==> src/rtl/lab1_imul_mul_arbiter.sv <==
// Round-robin arbiter that shares one iterative multiplier between two val/rdy clients.
// Only one transaction is ever in flight; its product is steered back to the client that issued it.
module lab1_imul_mul_arbiter #(
  parameter int p_nbits = 32
) (
  input  logic                   clk,
  input  logic                   reset,

  input  logic                   req0_val,
  output logic                   req0_rdy,
  input  logic [2*p_nbits-1:0]   req0_msg,
  input  logic                   req1_val,
  output logic                   req1_rdy,
  input  logic [2*p_nbits-1:0]   req1_msg,

  output logic                   resp0_val,
  input  logic                   resp0_rdy,
  output logic [p_nbits-1:0]     resp0_msg,
  output logic                   resp1_val,
  input  logic                   resp1_rdy,
  output logic [p_nbits-1:0]     resp1_msg,

  output logic                   mul_req_val,
  input  logic                   mul_req_rdy,
  output logic [2*p_nbits-1:0]   mul_req_msg,
  input  logic                   mul_resp_val,
  output logic                   mul_resp_rdy,
  input  logic [p_nbits-1:0]     mul_resp_msg,

  output logic                   busy,
  output logic                   owner
);

  // state | meaning
  // IDLE  | nothing outstanding; arbitrate and forward the winning request
  // BUSY  | multiplier holds owner_q's operands; route its response back
  typedef enum logic {
    IDLE = 1'b0,
    BUSY = 1'b1
  } state_t;

  state_t state_q, state_d;
  logic   prio_q, prio_d;
  logic   owner_q, owner_d;
  logic   grant_val;
  logic   grant_idx;

  always_comb begin
    grant_val = 1'b0;
    grant_idx = prio_q;
    if (prio_q == 1'b0) begin
      if (req0_val) begin
        grant_val = 1'b1;
        grant_idx = 1'b0;
      end else if (req1_val) begin
        grant_val = 1'b1;
        grant_idx = 1'b1;
      end
    end else begin
      if (req1_val) begin
        grant_val = 1'b1;
        grant_idx = 1'b1;
      end else if (req0_val) begin
        grant_val = 1'b1;
        grant_idx = 1'b0;
      end
    end
  end

  always_comb begin
    state_d      = state_q;
    prio_d       = prio_q;
    owner_d      = owner_q;
    req0_rdy     = 1'b0;
    req1_rdy     = 1'b0;
    mul_req_val  = 1'b0;
    mul_req_msg  = '0;
    mul_resp_rdy = 1'b0;
    resp0_val    = 1'b0;
    resp0_msg    = '0;
    resp1_val    = 1'b0;
    resp1_msg    = '0;
    busy         = 1'b0;

    case (state_q)
      IDLE: begin
        mul_req_val = grant_val;
        if (grant_val) begin
          mul_req_msg = grant_idx ? req1_msg : req0_msg;
        end
        req0_rdy = mul_req_rdy && grant_val && !grant_idx;
        req1_rdy = mul_req_rdy && grant_val && grant_idx;
        if (mul_req_val && mul_req_rdy) begin
          owner_d = grant_idx;
          prio_d  = ~grant_idx;
          state_d = BUSY;
        end
      end
      BUSY: begin
        busy = 1'b1;
        if (owner_q) begin
          resp1_val    = mul_resp_val;
          resp1_msg    = mul_resp_msg;
          mul_resp_rdy = resp1_rdy;
        end else begin
          resp0_val    = mul_resp_val;
          resp0_msg    = mul_resp_msg;
          mul_resp_rdy = resp0_rdy;
        end
        if (mul_resp_val && mul_resp_rdy) begin
          state_d = IDLE;
        end
      end
      default: state_d = IDLE;
    endcase

    // Handshakes stay quiet for as long as reset is held, independent of client inputs.
    if (reset) begin
      req0_rdy     = 1'b0;
      req1_rdy     = 1'b0;
      mul_req_val  = 1'b0;
      mul_resp_rdy = 1'b0;
      resp0_val    = 1'b0;
      resp1_val    = 1'b0;
    end
  end

  always_ff @(posedge clk) begin
    if (reset) begin
      state_q <= IDLE;
      prio_q  <= 1'b0;
      owner_q <= 1'b0;
    end else begin
      state_q <= state_d;
      prio_q  <= prio_d;
      owner_q <= owner_d;
    end
  end

  assign owner = owner_q;

  // A multiplier response with no outstanding transaction would be silently lost.
  a_no_resp_in_idle: assert property (@(posedge clk) disable iff (reset)
    !(state_q == IDLE && mul_resp_val));

endmodule

==> config.mk <==
export PLATFORM = sky130hd
export DESIGN_NAME = lab1_imul_mul_arbiter
export DESIGN_NICKNAME = d
export VERILOG_FILES = /design/src/rtl/lab1_imul_mul_arbiter.sv
export SDC_FILE = /design/constraint.sdc
export NUM_CORES = 1
export LEC_CHECK = 0
export CORE_AREA = 2 2 118 120
export CTS_CLUSTER_SIZE = 28
export DETAILED_ROUTE_END_ITERATION = 8
export DIE_AREA = 0 0 120 122
export DONT_BUFFER_PORTS = 1
export PLACE_DENSITY_LB_ADDON = 0.25
export RECOVER_POWER = 25
export SYNTH_ARGS = -nofsm -noshare
export SYNTH_HDL_FRONTEND = slang
export SYNTH_SLANG_ARGS = --single-unit
export TNS_END_PERCENT = 20
==> constraint.sdc <==
create_clock -name clk -period 1.6 [get_ports clk]
set_clock_uncertainty 0.2 [all_clocks]
set_input_delay 0.16 -clock clk [delete_from_list [all_inputs] [get_ports clk]]
set_output_delay 0.16 -clock clk [all_outputs]
set_load 0.05 [all_outputs]
; After elaboration in Yosys (flattened, before gate mapping)
; Index checks and enable logic that the tools add are counted.
[op_classes]
n_mux = 36
bitwise = 2
reduce_logical = 6
[ops]
columns = cell, n
row1 = 64-bit two-way mux, 3
row2 = 32-bit two-way mux, 4
row3 = 1-bit two-way mux, 28
row4 = 1-bit logical AND, 4
row5 = 1-bit NOT, 2
row6 = 1-bit one-hot mux with 2 select lines, 1
row7 = 2-bit AND reduction, 1
row8 = 1-bit logical NOT, 1
[word_totals]
regBits = 3
input_bits = 168
output_inout_bits = 136
word_cells = 47

; Logic depth before layout (Yosys ltp)
; Gate-level depths: netlist of run 1.
[depth]
ltp_word = 7
mapped_depth = 6
mapped_depth_nobuf = 3

; Worst setup path after synthesis of run 1
; No wires, ideal clock.
[synth_timing]
kind = reg2out
startpoint = register state_q
endpoint = output req0_rdy
arrival_ns = 2.254
required_time_ns = 1.240
path_slack_ns = -1.014
path_stages_with_launch = 6
path_buffers = 2
cell_sequence = dfxtp_1 -> o21ba_1 -> buf_4 -> buf_2 -> nand2_1 -> nor3_1
[synth_between]
elab_chain_cells = 2
[synth_lines]
columns = item, line_no
row1 = "start, declared", 42  ; state_t state_q, state_d;
row2 = "start signal, assigned", 134  ; state_q <= state_d;
row3 = 1-bit two-way mux, 85  ; case (state_q)
row4 = 1-bit two-way mux, 118  ; if (reset) begin
row5 = "end, declared", 10  ; output logic req0_rdy,
; Every way passes these cells.

; Worst setup path in the final report of run 1
[layout_timing]
startpoint = register state_q
endpoint = output mul_req_msg[27]
[layout_between]
elab_chain_cells = 1
[layout_lines]
columns = item, line_no
row1 = 64-bit two-way mux, 85
row2 = "end, declared", 25  ; output logic [2*p_nbits-1:0] mul_req_msg,
; Every way passes these cells.

==> results.ini, run 1 <==
[synthesis]
synth_top_family_by_area=simple AND/OR/NAND/NOR gates
yosys.area_share.xor_xnor=0
avgSynthCellArea_um2=6.177
synth_nets=483
netlist_instances=315
synthMuxAreaShare=0.3344
synth_fa_ha_area_frac=0
synth-simple-area-share=0.4836
ys.warnings.count=0
ys_types=20
synth_area_mm2=0.001946
ys_seq_area_frac=0.03087
synth_compound_area_frac=0.03280
ys_ff_latch=3

[setup_path]
required_ns=1.24
startpoint_type=register
end_kind=primary output
crit_fanout=11
arrival_ns=1.58
crit_type=register to primary output

[power_and_ir_drop]
p_switching_uw=2007
combPwrFrac=0.883
clockPowerShare=0.095
seqPwrFrac=0.022
powerDensity_mw_per_mm2=694.2
intPower_uw=2171
max-vdd-ir-drop_v=0.0004656
power.leakage_uw=0.002486
netSwitchingFraction=0.4803

[global_routing]
track_usage=0.1387
grt_max_degree=33
antenna_found_initial=0
grt-ovfl-total=0
grt_pass1_wl_um=16240
grt_pass1_vias=3056

[placement]
placed_cells=603
gp_congestion=0.7851
dp_hpwl_um=8768
io_buffers=0

[cells_and_area]
area_growth_pct=209.3
fin_cells=623
drive_gt1_frac=0.6885
layout_commonest_cell=buf_12
diodes=0
final_cell_mix=127 x buf_12, 110 x nand2_1, 64 x mux2i_4
num-nets-final=612

[routing]
first_pass_iters=4
wirelength_um=11500
drc=0
drt_iter0_drc=70
avgRoutedWirePerCell_um=18.45
antenna_left=0
via_per_inst=4.454
num_vias=2775

[timing]
min_period_over_period=1.215
finalCriticalPeriod_ns=1.944
setup_tns_ns=-27.55
slew_viol_final=0
rsz0062_at_grt=yes
hold_viol=0
fin_ws_ns=-0.3437
timing.fmax_ghz=0.5145
finalSetupViolCount=110
tightest_slew_ns=0.3355
worst_slew_margin_rel=0.7700

[floorplanning]
dieArea_mm2=0.01464
rows=43
die_w_um=120
die_height_um=122
core_area_mm2=0.01350
io_pins=304
initial_utilization=0.1441

[clock_tree]
numCtsBuffers=3
insertion_delay_ns=0.22
clockBufferDepth=2
path_clk_slew_ns=0.03
htree_levels=1
cts_tree=done
cts_root_buf=clkbuf_16
numClockSinks=3

[outcome]
violations=negative setup slack
status=finished with violations

[job]
drv_cap=0

[min_path]
hold_class=input port to register

-- layout make-up --
class	count	area, um^2
clock buffers	4	78.83
fillers	1231	7486
well taps	180	225.2
inverters	2	7.507
repair buffers	156	2968
multi-input cells	278	2673
flip-flops and latches	3	66.31
-- flip-flops by register name, summed over array words and instances, names as in the netlist --
register  count
state_q       1
owner         1
prio_q        1
-- synth_stat cells --
cell type | n | area [um^2]
a311oi_1 | 2 | 17.52
nand2b_1 | 2 | 12.51
nor2b_1 | 2 | 12.51
buf_6 | 11 | 123.9
inv_1 | 2 | 7.510
buf_4 | 2 | 15.01
nor3_1 | 4 | 20.02
a21oi_2 | 1 | 8.760
and3_1 | 32 | 200.2
o21ba_1 | 1 | 10.01
nor2_1 | 2 | 7.510
clkbuf_1 | 9 | 33.78
mux2i_1 | 65 | 650.6
a21oi_1 | 3 | 15.01
dfxtp_1 | 3 | 60.06
nand2_1 | 130 | 488.0
a21o_1 | 1 | 7.510
and2_1 | 32 | 200.2
buf_2 | 10 | 50.05
o21ai_0 | 1 | 5.000
-- critical path: stages (launching register included) --
cell,delay (ns)
dfxtp_4,0.34
o21ba_4,0.25
buf_12,0.16
clkbuf_16,0.18
nand2_1,0.10
mux2i_4,0.17
buf_12,0.16
-- logic make-up after synthesis --
| kind of cell | after synthesis |
|---|---|
| flops | 3 |
| compound gates | 9 |
| buf+inv | 34 |
| simple gates | 204 |
| mux | 65 |
-- power by group through the flow --
stage	Combinational (uW)	Clock (uW)	Sequential [uW]
floorplan	2160	0	105
global placement	3410	0	89.6
detailed placement	3450	0	89.9
CTS	3630	403	91.1
global route	3830	419	92.2
finish	3690	398	91.0
-- layer usage --
metal	vias up	GRT usage	wire length [um]
li1	1299	-	-
met1	1286	0.1250	3401
met2	186	0.3033	6936
met3	4	0.04728	1131
met4	0	0.006618	25
met5	-	0	0
-- repair_timing --
| item | in CTS | in global routing |
|---|---|---|
| hold buffers | 2 | 0 |
| pin swaps | 15 | 4 |
| buffers inserted | 5 | 0 |
| gates cloned | 4 | 5 |
| gates resized for setup | 35 | 20 |
| hold endpoints to repair | 3 | 0 |
| setup endpoints to repair | 111 | 110 |
-- per-stage QoR --
stage	power, uW	cell area, um^2	utilization	setup slack, ns	hold slack [ns]
finish	4178	6018	0.4457	-0.3437	0.02327
global placement	3496	5565	0.4121	-0.1602	0.02988
floorplan	2261	2948	-	-0.1982	0.01936
global route	4340	6018	0.4457	-0.3952	0.08371
detailed placement	3540	5565	0.4121	-0.1927	0.02636
CTS	4124	5906	0.4373	-0.3197	0.01483
-- path summary, 6_finish.rpt --
kind                                     startpoint                   to  slack [ns]  depth (start not counted)
worst min register to register  prio_q$_SDFFE_PP0P_  prio_q$_SDFFE_PP0P_        0.48                          3
worst min-delay path                   mul_resp_val   state_q$_SDFF_PP0_        0.02                          3
worst max-delay path             state_q$_SDFF_PP0_      mul_req_msg[27]       -0.34                          6
worst max register to register   state_q$_SDFF_PP0_  prio_q$_SDFFE_PP0P_        0.11                          5
No activity file was read; power rests on OpenSTA's default activity.
==> inputs of run 2 (changes only) <==
--- a/config.mk
+++ b/config.mk
@@ -12,7 +12,8 @@
 export DONT_BUFFER_PORTS = 1
 export PLACE_DENSITY_LB_ADDON = 0.25
 export RECOVER_POWER = 25
+export SLEW_MARGIN = 20
 export SYNTH_ARGS = -nofsm -noshare
 export SYNTH_HDL_FRONTEND = slang
 export SYNTH_SLANG_ARGS = --single-unit
-export TNS_END_PERCENT = 20
+export TNS_END_PERCENT = 1
==> run 2 against run 1 <==
The flow finishes with violations (negative hold slack, negative setup slack). Largest power group unchanged. Largest cell class unchanged. Via count barely moved. Critical endpoint is now req0_rdy. Sequential share of layout area barely moved. Critical path depth did not move. Critical path type unchanged. First-iteration DRC count grew 2.9%. Non-clock buffer count fell by 10.
==> results.ini, run 2 (synthesis results as in run 1) <==
[clock_tree]
clockBufferDepth=2  ; unchanged
path_clk_slew_ns=0.03  ; about the same
hold_buffers=1  ; -1
numCtsBuffers=3  ; unchanged
cts_tree=done
htree_levels=1  ; unchanged
cts_root_buf=clkbuf_16
insertion_delay_ns=0.23  ; about the same
numClockSinks=3  ; unchanged

[cells_and_area]
layout_commonest_cell=buf_12
fin_cells=613  ; -1.6%
num-nets-final=602  ; -1.6%
diodes=0  ; unchanged
final_area_mm2=0.005848  ; -2.8%
area_growth_pct=200.6
final_cell_mix=121 x buf_12, 119 x nand2_1, 64 x mux2i_4
drive_gt1_frac=0.6651  ; -0.02336

[job]
drv_cap=0  ; unchanged

[min_path]
hold_class=input port to register
min_delay_path_depth=1  ; -2

[timing]
worst_slew_margin_rel=0.7877  ; +0.01772
slew_viol_final=0  ; unchanged
holdWs_ns=-0.1668  ; -0.1901 ns
timing.fmax_ghz=0.5103  ; -0.81%
tightest_slew_ns=0.3096  ; -0.02585 ns
rsz0062_at_grt=yes
min_period_over_period=1.225  ; +0.009942
fin_ws_ns=-0.3596  ; -0.01591 ns
finalSetupViolCount=125  ; +14%
finalCriticalPeriod_ns=1.960  ; +0.01591 ns
setup_tns_ns=-28.47  ; -0.9147 ns
hold_viol=3  ; +3

[routing]
drt_iter0_drc=72  ; +2.9%
avgRoutedWirePerCell_um=18.39  ; -0.30%
via_per_inst=4.530  ; +1.7%
antenna_left=0  ; unchanged
wirelength_um=11280  ; -1.9%
num_vias=2777  ; +0.072%
first_pass_iters=4  ; unchanged
drc=0  ; unchanged

[global_routing]
grt_max_degree=42  ; +27%
antenna_found_initial=0  ; unchanged
track_usage=0.1312  ; -0.007477
grt_pass1_wl_um=15260  ; -6.0%
grt-ovfl-total=0  ; unchanged
grt_pass1_vias=2817  ; -7.8%

[floorplanning]
rows=43  ; unchanged
die_height_um=122  ; unchanged
initial_utilization=0.1441  ; unchanged
dieArea_mm2=0.01464  ; unchanged
die_w_um=120  ; unchanged
io_pins=304  ; unchanged
core_area_mm2=0.01350  ; unchanged

[setup_path]
reg2reg_depth=5  ; unchanged
crit_fanout=27  ; +16
critPathTopFamily=buffers and inverters
r2r_setup_slack_ns=0.11  ; about the same
cp_num_buf_inv=3  ; unchanged
endpoint=req0_rdy
crit_slowest_cell=dfxtp_4
slowest_delay_ns=0.33  ; about the same
end_kind=primary output
crit_type=register to primary output
crit-reg2reg-launch=state_q$_SDFF_PP0_
startpoint_type=register
crit_start=state_q$_SDFF_PP0_
arrival_ns=1.60  ; +0.02 ns
cp_num_cells=6  ; unchanged
required_ns=1.24  ; about the same
reg2reg_to=prio_q$_SDFFE_PP0P_
path_cells=o21ba_4 > buf_4 > buf_12 > nand2_4 > nor3_4 > buf_12
cp_common_cell=buf_12

[outcome]
status=finished with violations
violations=negative hold slack, negative setup slack

[placement]
dp_hpwl_um=8941  ; +2.0%
placed_cells=598  ; -0.83%
placed_area_mm2=0.005403  ; -2.9%
io_buffers=0  ; unchanged
gp_congestion=0.7572  ; -3.6%
dp_worst_setup_slack_ns=-0.2101  ; -0.01739 ns

[power_and_ir_drop]
power.leakage_uw=0.002394  ; -3.7%
powerDensity_mw_per_mm2=701.7  ; +1.1%
max-vdd-ir-drop_v=0.0006134  ; +32%

## run 2: worst min-delay path by stage
stage,from,to,slack (ns)
finish,mul_req_rdy,owner$_SDFFE_PP0P_,-0.17
CTS,mul_req_rdy,owner$_SDFFE_PP0P_,-0.17
detailed placement,reset,state_q$_SDFF_PP0_,0.03
global placement,reset,state_q$_SDFF_PP0_,0.03
global route,mul_req_rdy,owner$_SDFFE_PP0P_,-0.16
floorplan,reset,state_q$_SDFF_PP0_,0.02
## run 2: metrics by stage
| step | total power (uW) | util | hold WS (ns) |
|---|---|---|---|
| floorplan | 2261 | - | 0.01936 |
| global placement | 3467 | 0.4001 | 0.02906 |
| detailed placement | 3506 | 0.4001 | 0.02580 |
| CTS | 3985 | 0.4141 | -0.1656 |
| global route | 4247 | 0.4331 | -0.1601 |
| finish | 4103 | 0.4331 | -0.1668 |
## run 2: power breakdown
group	internal (uW)	switching, uW
registers	83.1	7.28
logic	1700	1910
clock network	330	76.1
## run 2: layout make-up
type | instances | area (um^2)
fillers | 1293 | 7656
multi-input cells | 278 | 2673
flip-flops and latches | 3 | 66.31
repair buffers | 146 | 2798
inverters | 2 | 7.507
well taps | 180 | 225.2
clock buffers | 4 | 78.83
## run 2: layer usage
metal,share of wire,global-route usage,vias up
met5,0,0,-
met4,0.018,0.03162,0
met3,0.087,0.03277,14
met2,0.57,0.2678,190
met1,0.32,0.1310,1296
li1,-,-,1277
## run 2: repair_timing
action / in CTS / in global routing
pin swaps: 0 / 17
gates resized for setup: 31 / 24
cloned: 1 / 7
hold endpoints to repair: 3 / 3
setup buffers: 0 / 2
endpoints found under the setup margin: 129 / 130
